--- config.mk ---
export PLATFORM = sky130hd
export DESIGN_NAME = micro_datapath
export DESIGN_NICKNAME = d
export VERILOG_FILES = /design/src/rtl/micro_pkg.sv /design/src/rtl/micro_datapath_function_unit.sv /design/src/rtl/micro_datapath.sv
export SDC_FILE = /design/constraint.sdc
export NUM_CORES = 2
export LEC_CHECK = 0
export ABC_AREA = 1
export CAP_MARGIN = 0
export CORE_MARGIN = 2
export CORE_UTILIZATION = 48
export CTS_BUF_LIST = sky130_fd_sc_hd__clkbuf_16
export DETAILED_ROUTE_END_ITERATION = 8
export PLACE_DENSITY = 0.65
export SYNTH_ARGS = -nofsm -noshare
export SYNTH_HDL_FRONTEND = slang
export SYNTH_SLANG_ARGS = --single-unit
--- constraint.sdc ---
create_clock -name i_clk -period 6.9 [get_ports i_clk]
set_input_delay 0.69 -clock i_clk [delete_from_list [all_inputs] [get_ports i_clk]]
set_output_delay 0.69 -clock i_clk [all_outputs]
set_load 0.1 [all_outputs]
--- src/rtl/micro_pkg.sv ---
// Shared definitions for the micro-programmed datapath: default widths, function-select codes
// and the status-flag record handed back to the control unit.
package micro_pkg;

    localparam int DATA_W_DEF = 32;
    localparam int REG_N_DEF  = 16;
    localparam int ADDR_W_DEF = 8;

    // Function-select codes; the top bits group them into arithmetic, logic and shift families
    localparam logic [4:0] FS_MOVA  = 5'b00000;
    localparam logic [4:0] FS_INC   = 5'b00001;
    localparam logic [4:0] FS_ADD   = 5'b00010;
    localparam logic [4:0] FS_ADDC  = 5'b00011;
    localparam logic [4:0] FS_ADDNB = 5'b00100;
    localparam logic [4:0] FS_SUB   = 5'b00101;
    localparam logic [4:0] FS_DEC   = 5'b00110;
    localparam logic [4:0] FS_AND   = 5'b01000;
    localparam logic [4:0] FS_OR    = 5'b01010;
    localparam logic [4:0] FS_XOR   = 5'b01100;
    localparam logic [4:0] FS_NOT   = 5'b01110;
    localparam logic [4:0] FS_MOVB  = 5'b10000;
    localparam logic [4:0] FS_SHR   = 5'b10100;
    localparam logic [4:0] FS_SHL   = 5'b11000;

    // Bit positions of the flags when packed as {n,z,v,c}
    localparam int FLAG_C = 0;
    localparam int FLAG_V = 1;
    localparam int FLAG_Z = 2;
    localparam int FLAG_N = 3;

    typedef struct packed {
        logic n;
        logic z;
        logic v;
        logic c;
    } flags_t;

endpackage

--- src/rtl/micro_datapath_function_unit.sv ---
// Combinational ALU + single-bit shifter. All arithmetic codes share one adder whose B operand
// and carry-in are selected from fs; N/Z/V/C are derived from the selected result.
module function_unit
    import micro_pkg::*;
#(
    parameter int DATA_W = DATA_W_DEF
) (
    input  logic [DATA_W-1:0] a,
    input  logic [DATA_W-1:0] b,
    input  logic [4:0]        fs,
    output logic [DATA_W-1:0] f,
    output logic              n,
    output logic              z,
    output logic              v,
    output logic              c
);

    logic [DATA_W-1:0] add_b;
    logic              add_cin;
    logic              add_en;
    logic [DATA_W:0]   sum;

    always_comb begin
        add_b   = '0;
        add_cin = 1'b0;
        add_en  = 1'b0;
        case (fs)
            FS_INC:   begin add_en = 1'b1; add_cin = 1'b1; end
            FS_ADD:   begin add_en = 1'b1; add_b = b; end
            FS_ADDC:  begin add_en = 1'b1; add_b = b; add_cin = 1'b1; end
            FS_ADDNB: begin add_en = 1'b1; add_b = ~b; end
            FS_SUB:   begin add_en = 1'b1; add_b = ~b; add_cin = 1'b1; end
            FS_DEC:   begin add_en = 1'b1; add_b = '1; end
            default:  ;
        endcase
    end

    assign sum = {1'b0, a} + {1'b0, add_b} + {{DATA_W{1'b0}}, add_cin};

    always_comb begin
        f = a;
        c = 1'b0;
        v = 1'b0;
        if (add_en) begin
            f = sum[DATA_W-1:0];
            c = sum[DATA_W];
            // Overflow: operands agree in sign but the result does not
            v = (a[DATA_W-1] == add_b[DATA_W-1]) && (sum[DATA_W-1] != a[DATA_W-1]);
        end else begin
            case (fs)
                FS_AND:  f = a & b;
                FS_OR:   f = a | b;
                FS_XOR:  f = a ^ b;
                FS_NOT:  f = ~a;
                FS_MOVB: f = b;
                FS_SHR:  begin f = {1'b0, b[DATA_W-1:1]}; c = b[0]; end
                FS_SHL:  begin f = {b[DATA_W-2:0], 1'b0}; c = b[DATA_W-1]; end
                default: f = a;
            endcase
        end
    end

    assign n = f[DATA_W-1];
    assign z = (f == '0);

endmodule

--- src/rtl/micro_datapath.sv ---
// Execution datapath: register file with one-cycle write-back stage and forwarding, operand and
// address muxes, function unit and registered N/Z/V/C flags for the control unit.
module micro_datapath
    import micro_pkg::*;
#(
    parameter int DATA_W  = DATA_W_DEF,
    parameter int REG_N   = REG_N_DEF,
    parameter int ADDR_W  = ADDR_W_DEF,
    parameter bit R0_ZERO = 1'b1
) (
    input  logic                     i_clk,
    input  logic                     i_rstn,
    input  logic [$clog2(REG_N)-1:0] i_dr,
    input  logic [$clog2(REG_N)-1:0] i_sa,
    input  logic [$clog2(REG_N)-1:0] i_sb,
    input  logic [4:0]               i_fs,
    input  logic                     i_mb,
    input  logic                     i_md,
    input  logic                     i_rw,
    input  logic                     i_mm,
    input  logic                     i_mw,
    input  logic [DATA_W-1:0]        i_imd,
    input  logic [ADDR_W-1:0]        i_pc,
    input  logic [DATA_W-1:0]        i_mem_rdata,
    output logic [ADDR_W-1:0]        o_mem_addr,
    output logic [DATA_W-1:0]        o_mem_wdata,
    output logic                     o_mem_we,
    output logic                     o_n,
    output logic                     o_z,
    output logic                     o_v,
    output logic                     o_c
);

    localparam int RA_W = $clog2(REG_N);

    typedef struct packed {
        logic              rw;
        logic [RA_W-1:0]   dr;
        logic              md;
        logic [DATA_W-1:0] f;
    } wb_t;

    wb_t               wb_reg, wb_next;
    flags_t            flags_reg, flags_next;
    logic [DATA_W-1:0] wb_data;
    logic [DATA_W-1:0] rf_rd [REG_N];
    logic [DATA_W-1:0] a_bus, b_reg_val, b_bus, fu_f;
    logic              fwd_a, fwd_b;
    logic              fu_n, fu_z, fu_v, fu_c;

    // Load data arrives from the BRAM during the WB cycle, so it is selected here, not in EX
    assign wb_data = wb_reg.md ? i_mem_rdata : wb_reg.f;

    generate
        for (genvar gi = 0; gi < REG_N; gi++) begin : g_rf
            if (R0_ZERO && gi == 0) begin : g_zero
                assign rf_rd[gi] = '0;
            end else begin : g_reg
                logic [DATA_W-1:0] q_reg;
                always_ff @(posedge i_clk) begin
                    if (!i_rstn) begin
                        q_reg <= '0;
                    end else if (wb_reg.rw && wb_reg.dr == RA_W'(gi)) begin
                        q_reg <= wb_data;
                    end
                end
                assign rf_rd[gi] = q_reg;
            end
        end
    endgenerate

    // A register retiring this cycle is read through the bypass so EX never sees stale data
    assign fwd_a = wb_reg.rw && (wb_reg.dr == i_sa) && !(R0_ZERO && i_sa == '0);
    assign fwd_b = wb_reg.rw && (wb_reg.dr == i_sb) && !(R0_ZERO && i_sb == '0);

    assign a_bus     = fwd_a ? wb_data : rf_rd[i_sa];
    assign b_reg_val = fwd_b ? wb_data : rf_rd[i_sb];
    assign b_bus     = i_mb ? i_imd : b_reg_val;

    function_unit #(
        .DATA_W (DATA_W)
    ) u_fu (
        .a  (a_bus),
        .b  (b_bus),
        .fs (i_fs),
        .f  (fu_f),
        .n  (fu_n),
        .z  (fu_z),
        .v  (fu_v),
        .c  (fu_c)
    );

    always_comb begin
        wb_next    = '{rw: i_rw, dr: i_dr, md: i_md, f: fu_f};
        flags_next = '{n: fu_n, z: fu_z, v: fu_v, c: fu_c};
    end

    always_ff @(posedge i_clk) begin
        if (!i_rstn) begin
            wb_reg    <= '0;
            flags_reg <= '0;
        end else begin
            wb_reg    <= wb_next;
            flags_reg <= flags_next;
        end
    end

    assign o_mem_addr  = i_mm ? i_pc : a_bus[ADDR_W-1:0];
    assign o_mem_wdata = b_bus;
    assign o_mem_we    = i_mw & i_rstn;

    assign o_n = flags_reg.n;
    assign o_z = flags_reg.z;
    assign o_v = flags_reg.v;
    assign o_c = flags_reg.c;

endmodule

# Yosys cells after proc, flatten, opt, wreduce, memory -nomap -nowiden
# Cells that the tools add are included.
[totals] in_bits=96 out_inout_bits=45 regBits=522 word_cells=115
[classes] magnitude_cmp=2 n_addsub=2 n_reduce_logical=30 mux=18 n_bitwise=8 eq_ne=32
[ops] operator="$mux 32" count=9
[ops] operator="$bmux 32 s4" count=2
[ops] operator="$pmux 32 s7" count=1
[ops] operator="$pmux 32 s3" count=1
[ops] operator="$not 32->32" count=2
[ops] operator="$add 32x32->33" count=1
[ops] operator="$add 33x1->33" count=1
[ops] operator="$and 32x32->32" count=1
[ops] operator="$eq 4x4->1 const B" count=8
[ops] operator="$logic_not 32->1" count=1
[ops] operator="$or 32x32->32" count=1
[ops] operator="$xor 32x32->32" count=1
[ops] operator="$eq 5x4->1 const B" count=4
[ops] operator="$logic_and 1x1->1" count=20
[ops] operator="$eq 4x3->1 const B" count=4
[ops] operator="$eq 5x3->1 const B" count=3
[ops] operator="$eq 5x5->1 const B" count=3
[ops] operator="$eq 5x2->1 const B" count=2
[ops] operator="$ge 5x5->1 const B" count=2
[ops] operator="$not 4->5" count=2
[ops] operator="$eq 4x2->1 const B" count=2
[ops] operator="$eq 4x4->1" count=2
[ops] operator="$logic_not 4->1" count=2
[ops] operator="$mux 8" count=1
[ops] operator="other kinds (12)" count=16

# Logic depth before layout (Yosys ltp)
[depth] ltp_word=12 ltp_mapped=33 ltp_nobuf=30

# By module
# A second synthesis with hierarchy kept.
[unflattened] cells_unflattened=5724 area_unflattened_um2=34775.9
[by_module_without_submodules] mod="micro_datapath" instances=1 seq_area_each_um2=10450.0 area_each_um2=28369.7 cells_per_inst=4450
[by_module_without_submodules] mod="function_unit" instances=1 seq_area_each_um2=0.0 area_each_um2=6406.1 cells_per_inst=1274

# Worst setup path after synthesis
# OpenSTA, ideal clock, no wires.
[synth_path] path_kind="input-to-output" start="input i_sa[0]" end="output o_mem_addr[1]" n_path_buf=4 setup_slack_ns=2.240 path_stages=12 required_ns=6.210 t_arrival_ns=3.970 cell_sequence="buf_4 > buf_6 > buf_2 > buf_2 > nand3_1 > nand3_1 > nand3_1 > nand2_1 > nand2_1 > nand2_1 > inv_1 > o21ai_0"
[synth_between] elab_chain_len=6 elab_cells_between_ends=11 cone_classes="1 x eq/ne; 5 x mux; 1 x bitwise; 4 x reduce/logical"
[synth_rtl] item="from (decl)" line_no="micro_datapath.sv:14" source="input logic [$clog2(REG_N)-1:0] i_sa,"
[synth_rtl] item="$not 4->5 (implied by the code)" line_no="micro_datapath.sv:76" source="assign a_bus = fwd_a ? wb_data : rf_rd[i_sa];"
[synth_rtl] item="$bmux 32 s4" line_no="micro_datapath.sv:76"
[synth_rtl] item="$mux 32 (implied by the code) (2 in a row)" line_no="micro_datapath.sv:76"
[synth_rtl] item="$mux 32 (*)" line_no="micro_datapath.sv:76"
[synth_rtl] item="$mux 8 (*)" line_no="micro_datapath.sv:108" source="assign o_mem_addr = i_mm ? i_pc : a_bus[ADDR_W-1:0];"
[synth_rtl] item="to (decl)" line_no="micro_datapath.sv:25" source="output logic [ADDR_W-1:0] o_mem_addr,"
# Every way passes the cells marked *; elsewhere a longest branch is shown, timed or not. The select of a mux whose other input is x is not followed.

# Final worst setup path
[layout_path] start="input i_sb[0]" end="register flags_reg (netlist bit o_z)"
[layout_between] elab_chain_len=12 elab_cells_between_ends=21 cone_classes="2 x add/sub; 1 x eq/ne; 8 x mux; 5 x bitwise; 5 x reduce/logical"
[layout_rtl] item="from (decl)" line_no="micro_datapath.sv:15" source="input logic [$clog2(REG_N)-1:0] i_sb,"
[layout_rtl] item="$not 4->5 (implied by the code)" line_no="micro_datapath.sv:77" source="assign b_reg_val = fwd_b ? wb_data : rf_rd[i_sb];"
[layout_rtl] item="$bmux 32 s4" line_no="micro_datapath.sv:77"
[layout_rtl] item="$mux 32 (implied by the code) (2 in a row)" line_no="micro_datapath.sv:77"
[layout_rtl] item="$mux 32 (*)" line_no="micro_datapath.sv:77"
[layout_rtl] item="$mux 32 (*)" line_no="micro_datapath.sv:78" source="assign b_bus = i_mb ? i_imd : b_reg_val;"
[layout_rtl] item="$not 32->32" line_no="micro_datapath_function_unit.sv:31, micro_datapath_function_unit.sv:32"
[layout_rtl] item="$pmux 32 s3" line_no="micro_datapath_function_unit.sv:27" source="case (fs)"
[layout_rtl] item="$add 32x32->33" line_no="micro_datapath_function_unit.sv:38" source="assign sum = {1'b0, a} + {1'b0, add_b} + {{DATA_W{1'b0}}, add_cin};"
[layout_rtl] item="$add 33x1->33" line_no="micro_datapath_function_unit.sv:38"
[layout_rtl] item="$mux 32 (*)" line_no="micro_datapath_function_unit.sv:44" source="if (add_en) begin"
[layout_rtl] item="$logic_not 32->1 (*)" line_no="micro_datapath_function_unit.sv:64" source="assign z = (f == '0);"
[layout_rtl] item="to (signal assigned)" line_no="micro_datapath.sv:104" source="flags_reg <= flags_next;"
[layout_rtl] item="to (decl)" line_no="micro_datapath.sv:44" source="flags_t flags_reg, flags_next;"
# Marks and branches as above.
# A chain may end at the register's enable or synchronous reset.

==> metrics <==
outcome=complete, no violations; Hold Buf Count CTS=0; reg2reg start=wb_reg[35]$_SDFF_PN0_; nets=just under 6000; Post-DP Area=between 30000 and 40000 um2; crit path launch type=input port; period utilization=roughly 80%; crit path capture type=flip-flop; Worst Path Arrival=5.96 ns; WL per Instance=around 22 um; Pre-Repair DR Iteration Count=6; clk root buf=clkbuf_16; Least-Margin Pin Slew=~1.1 ns; largest net degree at the start of global routing=95; Comb power frac=22.4%; Total Power=7880 uW; clk_lat worst skew=around 0.66 ns; area growth from synthesis to layout=9.24%; clk sinks=521; yosys warns=0; RSZ-0062 raised after global routing=false; Synth Instances=a little under 6000; Antenna Nets Post-Route=0; final WL=147000 um; Die Height=273 um; ratio of cells with drive above 1 in the final layout=roughly 4.9%; routed vias=39243; post-CTS setup repair buffer count=0; post-layout instance area=~38000 um2; die area=around 75000 um2; Switching Fraction=around a third; Post-Syn Nets=about 6000; hold depth=3; sequential power share=39.1%; CTS tree=yes; Vias/cell=between 5 and 6; Worst VDD drop=around 200 uV; mean post-synth cell area=around 6.0 um2; maximum capacitance violations=0; dpl hpwl=between 90000 and 100000 um; crit path kind=in2reg; worst reg2reg endpoint=o_z$_SDFF_PN0_; CP peak stage delay=~0.63 ns; flops & latches, synth=around 520; Setup Skew=around 0.032 ns; Fmax achieved=roughly 190 MHz; R2R depth=29; endpoints failing hold=0; GPL Wtd Cong=just under 1; area of the core=just over 70000 um2; Largest register FFs=480; I/O Buffers=140; Psw=~2800 uW; clock network power share=38.5%; Final min period=between 5 and 6 ns; static leakage=between 0.015 and 0.02 uW; P per Cell Area=~210 nW/um2; setup tns final=0 ns; max-slew violation count=0; worst min-delay path category=in2reg; worst path required time=7.49 ns; worst hold start=i_rstn; CTS resizes=0; initial drt markers=5069; Mapped Area=34800 um2; initial core utilization=48.6%; IO Count=between 100 and 150; worst slack, placed=between 1 and 1.5 ns; vias in the first global route=about 35000; Worst slew margin=between 20% and 30%; register area share after synthesis=30.0%; most frequent CP cell=nand2_1; worst setup margin=1.53 ns; Pint=about 5000 uW; n_diodes=0; Longest Clk Path Bufs=3; Die W=about 270 um; Synth cell types=42; Residual DRC=0; row cnt=98; slowest CP cell=nor2_2; hold_ws=between 0.4 and 0.5 ns; H-tree Lvls=2; CTS Buf Count=59; first-pass GRT wire length=approximately 220000 um; antenna violations before repair=1; GRT Util Overall=a little under two fifths; gr ovfl total=0; CP max FO=67; reg2reg setup slack=1.66 ns; clock-pin slew on the worst setup and hold paths=roughly 0.08 ns; Hold Path Sink=g_rf[7].g_reg.q_reg[26]$_SDFFE_PN0P_; Final Setup Violations=0
-- per-layer routing --
layer,global-route usage (%),up-vias,routed length [um]
li1,-,18625,-
met1,52.4,17994,61300
met2,56.6,2199,61800
met3,5.58,423,14800
met4,20.9,2,8830
met5,0,-,26
-- cells in the final DEF (no fill, tap or decap), types with 21 or more instances in the layout --
master,n
clkbuf_16,59
o21ai_0,643
o211ai_1,48
nand2_2,21
nand2_1,1359
nor2_1,221
inv_1,678
nand3_1,858
a21oi_1,734
clkdlybuf4s50_1,93
buf_4,123
ha_1,93
dfxtp_1,520
a211oi_1,30
-- synthesized netlist by cell type, drive strengths merged --
library cell | instances | area share [%]
a2111oi | 1 | 0.025
a211oi | 30 | 0.65
a21boi | 12 | 0.26
a21o | 7 | 0.15
a21oi | 734 | 11
a31oi | 4 | 0.072
and2 | 13 | 0.23
buf | 172 | 2.5
clkbuf | 285 | 3.1
clkinv | 1 | 0.011
dfxtp | 521 | 30
fa | 2 | 0.12
ha | 93 | 3.3
inv | 680 | 7.3
mux2i | 19 | 0.55
nand2 | 1381 | 15
nand3 | 861 | 12
nand3b | 1 | 0.032
nand4 | 7 | 0.13
nor2 | 225 | 2.4
nor3 | 10 | 0.16
nor4 | 1 | 0.018
o211a | 1 | 0.029
o211ai | 48 | 1.0
o21a | 2 | 0.043
o21ai | 644 | 9.3
o21bai | 9 | 0.19
o221ai | 1 | 0.025
o22ai | 9 | 0.18
or2 | 7 | 0.13
xor2 | 8 | 0.20
-- worst max-delay path by stage --
| stage | start | endpoint | slack (ns) | cells past startpoint |
|---|---|---|---|---|
| global placement | i_sb[0] | o_z$_SDFF_PN0_ | 1.08 | 30 |
| finish | i_sb[0] | o_z$_SDFF_PN0_ | 1.53 | 30 |
| CTS | i_sb[0] | o_z$_SDFF_PN0_ | 1.70 | 30 |
| detailed placement | i_sb[0] | o_z$_SDFF_PN0_ | 1.02 | 30 |
| floorplan | i_sa[0] | o_mem_addr[1] | 2.24 | 12 |
| global route | i_sb[0] | o_z$_SDFF_PN0_ | 1.16 | 30 |
-- worst max-delay path: cells and delay by family --
| family | cells | cell delay [ns] |
|---|---|---|
| simple gates | 21 | 3.25 |
| buf+inv | 4 | 0.83 |
| fa+ha+maj | 2 | 0.65 |
| compound gates | 3 | 0.50 |
-- power by group through the flow --
stage          Combinational [uW]  Sequential, uW  Clock (uW)
2_1_floorplan                1140            3140           0
3_3_place_gp                 1710            3140           0
3_5_place_dp                 1710            3150           0
4_1_cts                      1720            3080        3050
5_1_grt                      1890            3080        3160
6_report                     1770            3080        3040
-- metrics by stage --
step           util [%]  cells
3_5_place_dp       50.6   6513
4_1_cts            53.1   6622
6_report           53.1   6622
2_1_floorplan         -   5789
5_1_grt            53.1   6622
3_3_place_gp       50.6   6513
-- area by class of cell --
class,instances,area [um2]
fillers,7536,33600
multi-input cells,4130,20000
flip-flops and latches,521,10400
inverters,681,2570
repair buffers,231,2080
clock buffers,59,1480
well taps,950,1190
clock inverters,50,303
-- cells by family (layout without fill, tap and decap cells) --
group                    after synthesis  count (layout)  share of synthesized area (%)
AND/OR/NAND/NOR                     2506            2506                           30.4
XOR/XNOR                               8               8                          0.201
adder cells (fa/ha/maj)               95              95                           3.46
flip-flops                           521             521                           30.0
buffers and inverters               1138            1021                           12.9
AO/OA/AOI/OAI                       1502            1502                           22.5
multiplexers                          19              19                          0.546
No activity file was read; power rests on OpenSTA's default activity.
